<file path="config.mk">
export PLATFORM = sky130hd
export DESIGN_NAME = mux_arb_ctrl_flat
export DESIGN_NICKNAME = d
export VERILOG_FILES = /design/src/rtl/mux_arb_pkg.sv /design/src/rtl/mux_arb_ctrl_if.sv /design/src/rtl/mux_2to1.sv /design/src/rtl/mux_arb_ctrl.sv /design/src/flat_wrapper.sv
export SDC_FILE = /design/constraint.sdc
export NUM_CORES = 1
export LEC_CHECK = 0
export ABC_AREA = 0
export CAP_MARGIN = 40
export CORE_ASPECT_RATIO = 1.4
export CORE_UTILIZATION = 30
export CTS_BUF_LIST = sky130_fd_sc_hd__clkbuf_16
export DETAILED_ROUTE_END_ITERATION = 12
export DONT_BUFFER_PORTS = 1
export PLACE_DENSITY_LB_ADDON = 0.25
export SKIP_LAST_GASP = 1
export SLEW_MARGIN = 20
export SYNTH_ARGS = -nofsm -noshare
export SYNTH_HDL_FRONTEND = slang
export SYNTH_SLANG_ARGS = --single-unit
</file>
<file path="constraint.sdc">
create_clock -name clk -period 2.7 [get_ports clk]
set_input_delay 0.54 -clock clk [delete_from_list [all_inputs] [get_ports clk]]
set_output_delay 0.54 -clock clk [all_outputs]
set_load 0.1 [all_outputs]
</file>
<file path="src/rtl/mux_arb_pkg.sv">
// Shared widths and output-stage state encoding for the 2:1 byte arbiter.
package mux_arb_pkg;

   localparam int DATA_W = 8;

   typedef enum logic {
      OUT_EMPTY = 1'b0,
      OUT_FULL  = 1'b1
   } out_state_t;

endpackage

</file>
<file path="src/rtl/mux_arb_ctrl_if.sv">
// Byte channels around the arbiter: two producers, one consumer, plus grant status.
interface mux_arb_ctrl_if;
   import mux_arb_pkg::*;

   logic [DATA_W-1:0] in0_data;
   logic              in0_valid;
   logic              in0_ready;
   logic [DATA_W-1:0] in1_data;
   logic              in1_valid;
   logic              in1_ready;
   logic [DATA_W-1:0] out_data;
   logic              out_valid;
   logic              out_ready;
   logic              sel;
   logic              owner;

   modport master (
      output in0_data, in0_valid, in1_data, in1_valid, out_ready,
      input  in0_ready, in1_ready, out_data, out_valid, sel, owner
   );

   modport slave (
      input  in0_data, in0_valid, in1_data, in1_valid, out_ready,
      output in0_ready, in1_ready, out_data, out_valid, sel, owner
   );

endinterface

</file>
<file path="src/rtl/mux_2to1.sv">
// Plain 2:1 data mux; select=0 passes a, select=1 passes b.
module mux_2to1 #(
   parameter int WIDTH = 8
) (
   input  logic [WIDTH-1:0] a,
   input  logic [WIDTH-1:0] b,
   input  logic             select,
   output logic [WIDTH-1:0] y
);

   assign y = select ? b : a;

endmodule

</file>
<file path="src/rtl/mux_arb_ctrl.sv">
// Round-robin arbiter with bounded bursts feeding a single-entry output register.
//   state     | meaning
//   OUT_EMPTY | output register holds no untaken byte
//   OUT_FULL  | out_data valid, waiting for the consumer
module mux_arb_ctrl
   import mux_arb_pkg::*;
#(
   parameter int MAX_BURST = 4
) (
   input  logic          clk,
   input  logic          rst_n,
   mux_arb_ctrl_if.slave bus
);

   localparam int CNT_W = $clog2(MAX_BURST + 1);
   localparam logic [CNT_W-1:0] MAX_CNT = CNT_W'(MAX_BURST);

   out_state_t        state;
   logic [DATA_W-1:0] out_data;
   logic              owner;
   logic [CNT_W-1:0]  burst_cnt;

   logic              accept;
   logic              grant;
   logic              xfer;
   logic [DATA_W-1:0] mux_y;

   assign accept = (state == OUT_EMPTY) || bus.out_ready;

   // The burst limit only bites under contention; a lone requester always wins.
   always_comb begin
      grant = owner;
      unique case ({bus.in1_valid, bus.in0_valid})
         2'b01:   grant = 1'b0;
         2'b10:   grant = 1'b1;
         2'b11:   grant = (burst_cnt < MAX_CNT) ? owner : !owner;
         default: grant = owner;
      endcase
   end

   assign xfer = accept && (grant ? bus.in1_valid : bus.in0_valid);

   mux_2to1 #(
      .WIDTH (DATA_W)
   ) u_mux (
      .a      (bus.in0_data),
      .b      (bus.in1_data),
      .select (grant),
      .y      (mux_y)
   );

   always_ff @(posedge clk or negedge rst_n) begin
      if (!rst_n) begin
         state     <= OUT_EMPTY;
         out_data  <= '0;
         owner     <= 1'b0;
         burst_cnt <= '0;
      end else begin
         unique case (state)
            OUT_EMPTY: if (xfer) state <= OUT_FULL;
            OUT_FULL:  if (bus.out_ready && !xfer) state <= OUT_EMPTY;
            default:   state <= OUT_EMPTY;
         endcase
         if (xfer) begin
            out_data <= mux_y;
            if (grant == owner) begin
               if (burst_cnt != MAX_CNT) burst_cnt <= burst_cnt + 1'b1;
            end else begin
               owner     <= grant;
               burst_cnt <= CNT_W'(1);
            end
         end
      end
   end

   assign bus.sel       = grant;
   assign bus.in0_ready = accept && !grant;
   assign bus.in1_ready = accept && grant;
   assign bus.out_data  = out_data;
   assign bus.out_valid = (state == OUT_FULL);
   assign bus.owner     = owner;

endmodule

</file>
<file path="src/flat_wrapper.sv">
// flat-port wrapper written by rule: the top's interface ports become plain ports
module mux_arb_ctrl_flat import mux_arb_pkg::*;
#(
   parameter int MAX_BURST = 4
)
  (clk, rst_n, bus_in0_data, bus_in0_valid, bus_in1_data, bus_in1_valid, bus_out_ready, bus_in0_ready, bus_in1_ready, bus_out_data, bus_out_valid, bus_sel, bus_owner);
  mux_arb_ctrl_if bus_i ();
  input  logic clk;
  input  logic rst_n;
  input wire logic [$bits(bus_i.in0_data)-1:0] bus_in0_data;
  input wire logic [$bits(bus_i.in0_valid)-1:0] bus_in0_valid;
  input wire logic [$bits(bus_i.in1_data)-1:0] bus_in1_data;
  input wire logic [$bits(bus_i.in1_valid)-1:0] bus_in1_valid;
  input wire logic [$bits(bus_i.out_ready)-1:0] bus_out_ready;
  output wire logic [$bits(bus_i.in0_ready)-1:0] bus_in0_ready;
  output wire logic [$bits(bus_i.in1_ready)-1:0] bus_in1_ready;
  output wire logic [$bits(bus_i.out_data)-1:0] bus_out_data;
  output wire logic [$bits(bus_i.out_valid)-1:0] bus_out_valid;
  output wire logic [$bits(bus_i.sel)-1:0] bus_sel;
  output wire logic [$bits(bus_i.owner)-1:0] bus_owner;
  assign bus_i.in0_data = bus_in0_data;
  assign bus_i.in0_valid = bus_in0_valid;
  assign bus_i.in1_data = bus_in1_data;
  assign bus_i.in1_valid = bus_in1_valid;
  assign bus_i.out_ready = bus_out_ready;
  assign bus_in0_ready = bus_i.in0_ready;
  assign bus_in1_ready = bus_i.in1_ready;
  assign bus_out_data = bus_i.out_data;
  assign bus_out_valid = bus_i.out_valid;
  assign bus_sel = bus_i.sel;
  assign bus_owner = bus_i.owner;
  mux_arb_ctrl #(.MAX_BURST(MAX_BURST)) u_core (.clk(clk), .rst_n(rst_n), .bus(bus_i));
endmodule
</file>
==> impl_metrics.prom <==
# TYPE chip_impl_metric gauge
chip_impl_metric{name="buffers_inserted_during_post_cts_setup_optimization",unit=""} 0
chip_impl_metric{name="worst-endpoint-required",unit="ns"} 2.16
chip_impl_info{name="status",value="completed"} 1
chip_impl_metric{name="via_count_of_the_first_global_routing_pass",unit=""} 700
chip_impl_metric{name="routed_via_density",unit=""} 5.56
chip_impl_metric{name="synth.distinct_cells",unit=""} 28
chip_impl_metric{name="postSynthAreaPerCell",unit="um2"} 9.38
chip_impl_metric{name="grt_first_pass_wirelength",unit="mm"} 3.59
chip_impl_metric{name="synth_enable_flop_cells",unit=""} 0
chip_impl_metric{name="ios",unit=""} 34
chip_impl_info{name="grt_setup_unrepaired",value="false"} 1
chip_impl_metric{name="ctsLongestPathBuffers",unit=""} 2
chip_impl_metric{name="max_slew_margin",unit="%"} 39.9
chip_impl_metric{name="core_area",unit="um2"} 2420
chip_impl_metric{name="drt-met1-wl",unit="um"} 931
chip_impl_metric{name="die-area",unit="um2"} 2800
chip_impl_metric{name="worst_slew_pin_slew",unit="ns"} 0.902
chip_impl_metric{name="globalRoute.totalOverflow",unit=""} 0
chip_impl_metric{name="dr_wl_met3",unit="um"} 97
chip_impl_metric{name="wl",unit="mm"} 2.26
chip_impl_info{name="crit_path_launch_type",value="flip-flop"} 1
chip_impl_info{name="critPathCaptureType",value="output pin"} 1
chip_impl_info{name="top_reg_cell_synth",value="sky130_fd_sc_hd__dfrtp_1"} 1
chip_impl_metric{name="route.detailed.wl_per_inst",unit="um"} 16.7
chip_impl_metric{name="firstDrtPassIters",unit=""} 4
chip_impl_metric{name="placement.io_buffers",unit=""} 0
chip_impl_metric{name="antenna_left",unit=""} 0
chip_impl_metric{name="place.gp.congestion",unit=""} 0.764
chip_impl_metric{name="grt_usage",unit="%"} 17.3
chip_impl_metric{name="synth-async-reset-ratio",unit="%"} 100
chip_impl_metric{name="initial_core_util",unit="%"} 32.2
chip_impl_metric{name="tritoncts_num_sinks",unit=""} 13
chip_impl_metric{name="clk_pin_slew_worst_paths",unit="ns"} 0.05
chip_impl_metric{name="instances_no_fill",unit=""} 135
chip_impl_metric{name="post_route_cells_drive_above_1_share",unit="%"} 22.8
chip_impl_metric{name="timing_hold_violations_final",unit=""} 0
chip_impl_metric{name="postSynthNetCount",unit=""} 106
chip_impl_metric{name="met2WireLength",unit="mm"} 1.20
chip_impl_metric{name="remaining_drc_errors",unit=""} 0
chip_impl_metric{name="final.setup_skew",unit="ns"} 0.00216
chip_impl_metric{name="number_of_maximum_capacitance_violations",unit=""} 0
chip_impl_info{name="tritoncts",value="built"} 1
chip_impl_metric{name="detailroute.via_count",unit=""} 750
chip_impl_metric{name="drt_iter0_drc",unit=""} 25
chip_impl_metric{name="yosysWarnings",unit=""} 0
chip_impl_metric{name="finalMaxSlewViolations",unit=""} 0
chip_impl_metric{name="timing.final.crit_share",unit="%"} 85.1
chip_impl_metric{name="area_delta_synth_final",unit="%"} 45.7
chip_impl_metric{name="maximum_achievable_frequency",unit="MHz"} 435
chip_impl_metric{name="die_y",unit="um"} 62.3
chip_impl_info{name="uppermost_routed_layer",value="met4"} 1
chip_impl_metric{name="arrival_time_reported_for_the_critical_path_endpoint",unit="ns"} 1.76
chip_impl_metric{name="hpwl",unit="mm"} 1.60
chip_impl_metric{name="synth_seq_area_share",unit="%"} 41.8
chip_impl_metric{name="numCtsBuffers",unit=""} 3
chip_impl_metric{name="yosys_register_bits",unit=""} 13
chip_impl_metric{name="clkLatencyLatePin",unit="ns"} 0.24
chip_impl_metric{name="number_of_placed_cells_counting_well_taps",unit=""} 120
chip_impl_metric{name="postSynthCellCount",unit=""} 83
chip_impl_metric{name="fp-row-count",unit=""} 21
chip_impl_metric{name="antenna_fix_cells",unit=""} 0
chip_impl_metric{name="synth_area",unit="um2"} 778
chip_impl_metric{name="power_density",unit="nW/um2"} 1380
chip_impl_info{name="worstHoldPathType",value="input port to flip-flop"} 1
chip_impl_info{name="clock-root-buffer",value="sky130_fd_sc_hd__clkbuf_16"} 1
chip_impl_metric{name="antenna_found_initial",unit=""} 0
chip_impl_metric{name="pleak",unit="nW"} 0.446
chip_impl_metric{name="setup_tns_after_final_layout",unit="ns"} 0
chip_impl_metric{name="finalWorstPathRequiredPeriod",unit="ns"} 2.30
chip_impl_metric{name="finalSetupViolCount",unit=""} 0
chip_impl_metric{name="floorplan.die.width",unit="um"} 45.0
chip_impl_metric{name="vdd_drop_max",unit="V"} 0.000851
chip_impl_metric{name="cp_max_fo",unit=""} 9
chip_impl_metric{name="final_net_count",unit=""} 125
chip_impl_metric{name="htree_num_levels",unit=""} 1
chip_impl_metric{name="grt_start_max_net_pins",unit=""} 21
chip_impl_info{name="worst-setup-path-type",value="flip-flop to output pin"} 1
==> synthesized netlist by cell type, types with 2 or more instances <==
library cell	count	area, um2
sky130_fd_sc_hd__o211ai_1	8	60.1
sky130_fd_sc_hd__ha_1	2	25.0
sky130_fd_sc_hd__dfrtp_1	13	325
sky130_fd_sc_hd__a31oi_1	2	12.5
sky130_fd_sc_hd__nor2_1	4	15.0
sky130_fd_sc_hd__nor2b_1	3	18.8
sky130_fd_sc_hd__nor4_1	2	12.5
sky130_fd_sc_hd__o21ai_0	8	40.0
sky130_fd_sc_hd__and2_1	2	12.5
sky130_fd_sc_hd__nand3_1	8	40.0
sky130_fd_sc_hd__nand2_1	2	7.51
sky130_fd_sc_hd__inv_1	2	7.51
sky130_fd_sc_hd__o2111ai_1	8	70.1
sky130_fd_sc_hd__clkbuf_1	5	18.8
==> state kept, by name, indices dropped and copies added (netlist names) <==
name and count:
u_core.bus.out_data 8, u_core.bus.owner 1, u_core.bus.out_valid 1, u_core.burst_cnt 3
==> layer usage <==
layer / GRT usage, % / up-vias
met2: 27.7 / 22
met5: 0 / -
met1: 22.8 / 366
met4: 5.68 / 0
li1: - / 358
met3: 3.20 / 4
==> layout by cell type, fill, tap and decap left out, types with 2 or more instances in the layout <==
cell,synthesis,final
sky130_fd_sc_hd__dfrtp_1,13,12
sky130_fd_sc_hd__nand3_1,8,8
sky130_fd_sc_hd__o2111ai_1,8,8
sky130_fd_sc_hd__o21ai_0,8,8
sky130_fd_sc_hd__o211ai_1,8,8
sky130_fd_sc_hd__clkbuf_1,5,6
sky130_fd_sc_hd__buf_4,0,6
sky130_fd_sc_hd__buf_16,0,5
sky130_fd_sc_hd__inv_1,2,3
sky130_fd_sc_hd__nor2b_1,3,3
sky130_fd_sc_hd__nor2_1,4,3
sky130_fd_sc_hd__clkbuf_16,0,3
sky130_fd_sc_hd__nand2_1,2,2
sky130_fd_sc_hd__nor4_1,2,2
sky130_fd_sc_hd__a31oi_1,2,2
sky130_fd_sc_hd__ha_1,2,2
sky130_fd_sc_hd__buf_12,0,2
==> power breakdown <==
part           total (W)  leakage (nW)  switching, W  internal (W)
logic           0.000833         0.248      0.000535      0.000299
clock network   0.000280        0.0423     0.0000842      0.000196
registers       0.000453         0.156      0.000192      0.000261
==> critical path: stages, from the launching register on <==
cell	delay, ns
sky130_fd_sc_hd__dfrtp_1	0.44
sky130_fd_sc_hd__xor2_2	0.40
sky130_fd_sc_hd__o22a_2	0.30
sky130_fd_sc_hd__and2_2	0.20
sky130_fd_sc_hd__buf_12	0.17
==> final cells by class <==
class	count	area [um2]
clock buffers	3	75.1
clock inverters	1	3.75
repair buffers	21	259
multi-input cells	60	415
well taps	34	42.5
flip-flops and latches	13	327
inverters	3	11.3
fillers	247	1280
==> logic make-up (layout without fill, tap and decap cells) <==
logic type | count (synthesis) | count (layout) | synth area share [%]
AO/OA/AOI/OAI | 30 | 30 | 27.5
adder cells (fa/ha/maj) | 2 | 2 | 3.21
AND/OR/NAND/NOR | 26 | 26 | 18.0
multiplexers | 1 | 1 | 1.45
flip-flops | 13 | 13 | 41.8
buffers and inverters | 10 | 28 | 5.95
XOR/XNOR | 1 | 1 | 2.09
==> stage by stage <==
stage	cell area [um2]	hold WS, ns	util, %	total power (W)	setup WS [ns]
2_1_floorplan	788	0.244	-	0.000982	0.141
3_3_place_gp	881	0.245	36.4	0.00108	0.721
3_5_place_dp	912	0.245	37.7	0.00113	0.686
4_1_cts	1000	0.467	41.4	0.00141	0.416
5_1_grt	1130	0.475	46.9	0.00162	0.340
6_report	1130	0.462	46.9	0.00157	0.403
==> final timing paths <==
kind                                                 endpoint                            start  slack, ns  cells past startpoint
hold / removal             u_core.bus.out_data[5]$_DFFE_PN0P_                  bus_in0_data[5]       0.46                      2
min in group asynchronous     u_core.burst_cnt[0]$_DFFE_PN0P_                            rst_n       0.75                      1
setup / recovery                                bus_in1_ready  u_core.burst_cnt[2]$_DFFE_PN0P_       0.40                      4
setup reg to reg           u_core.bus.out_data[4]$_DFFE_PN0P_  u_core.burst_cnt[2]$_DFFE_PN0P_       0.92                      4
hold reg to reg                  u_core.bus.owner$_DFFE_PN0P_     u_core.bus.owner$_DFFE_PN0P_       0.59                      1
max in group asynchronous        u_core.bus.owner$_DFFE_PN0P_                            rst_n       1.52                      1
==> repair_timing <==
| item | CTS | global route |
|---|---|---|
| hold buffers | 1 | 0 |
| endpoints found under the hold margin | 13 | 0 |
| resized for setup | 0 | 0 |
(Power assumes the default switching activity.)
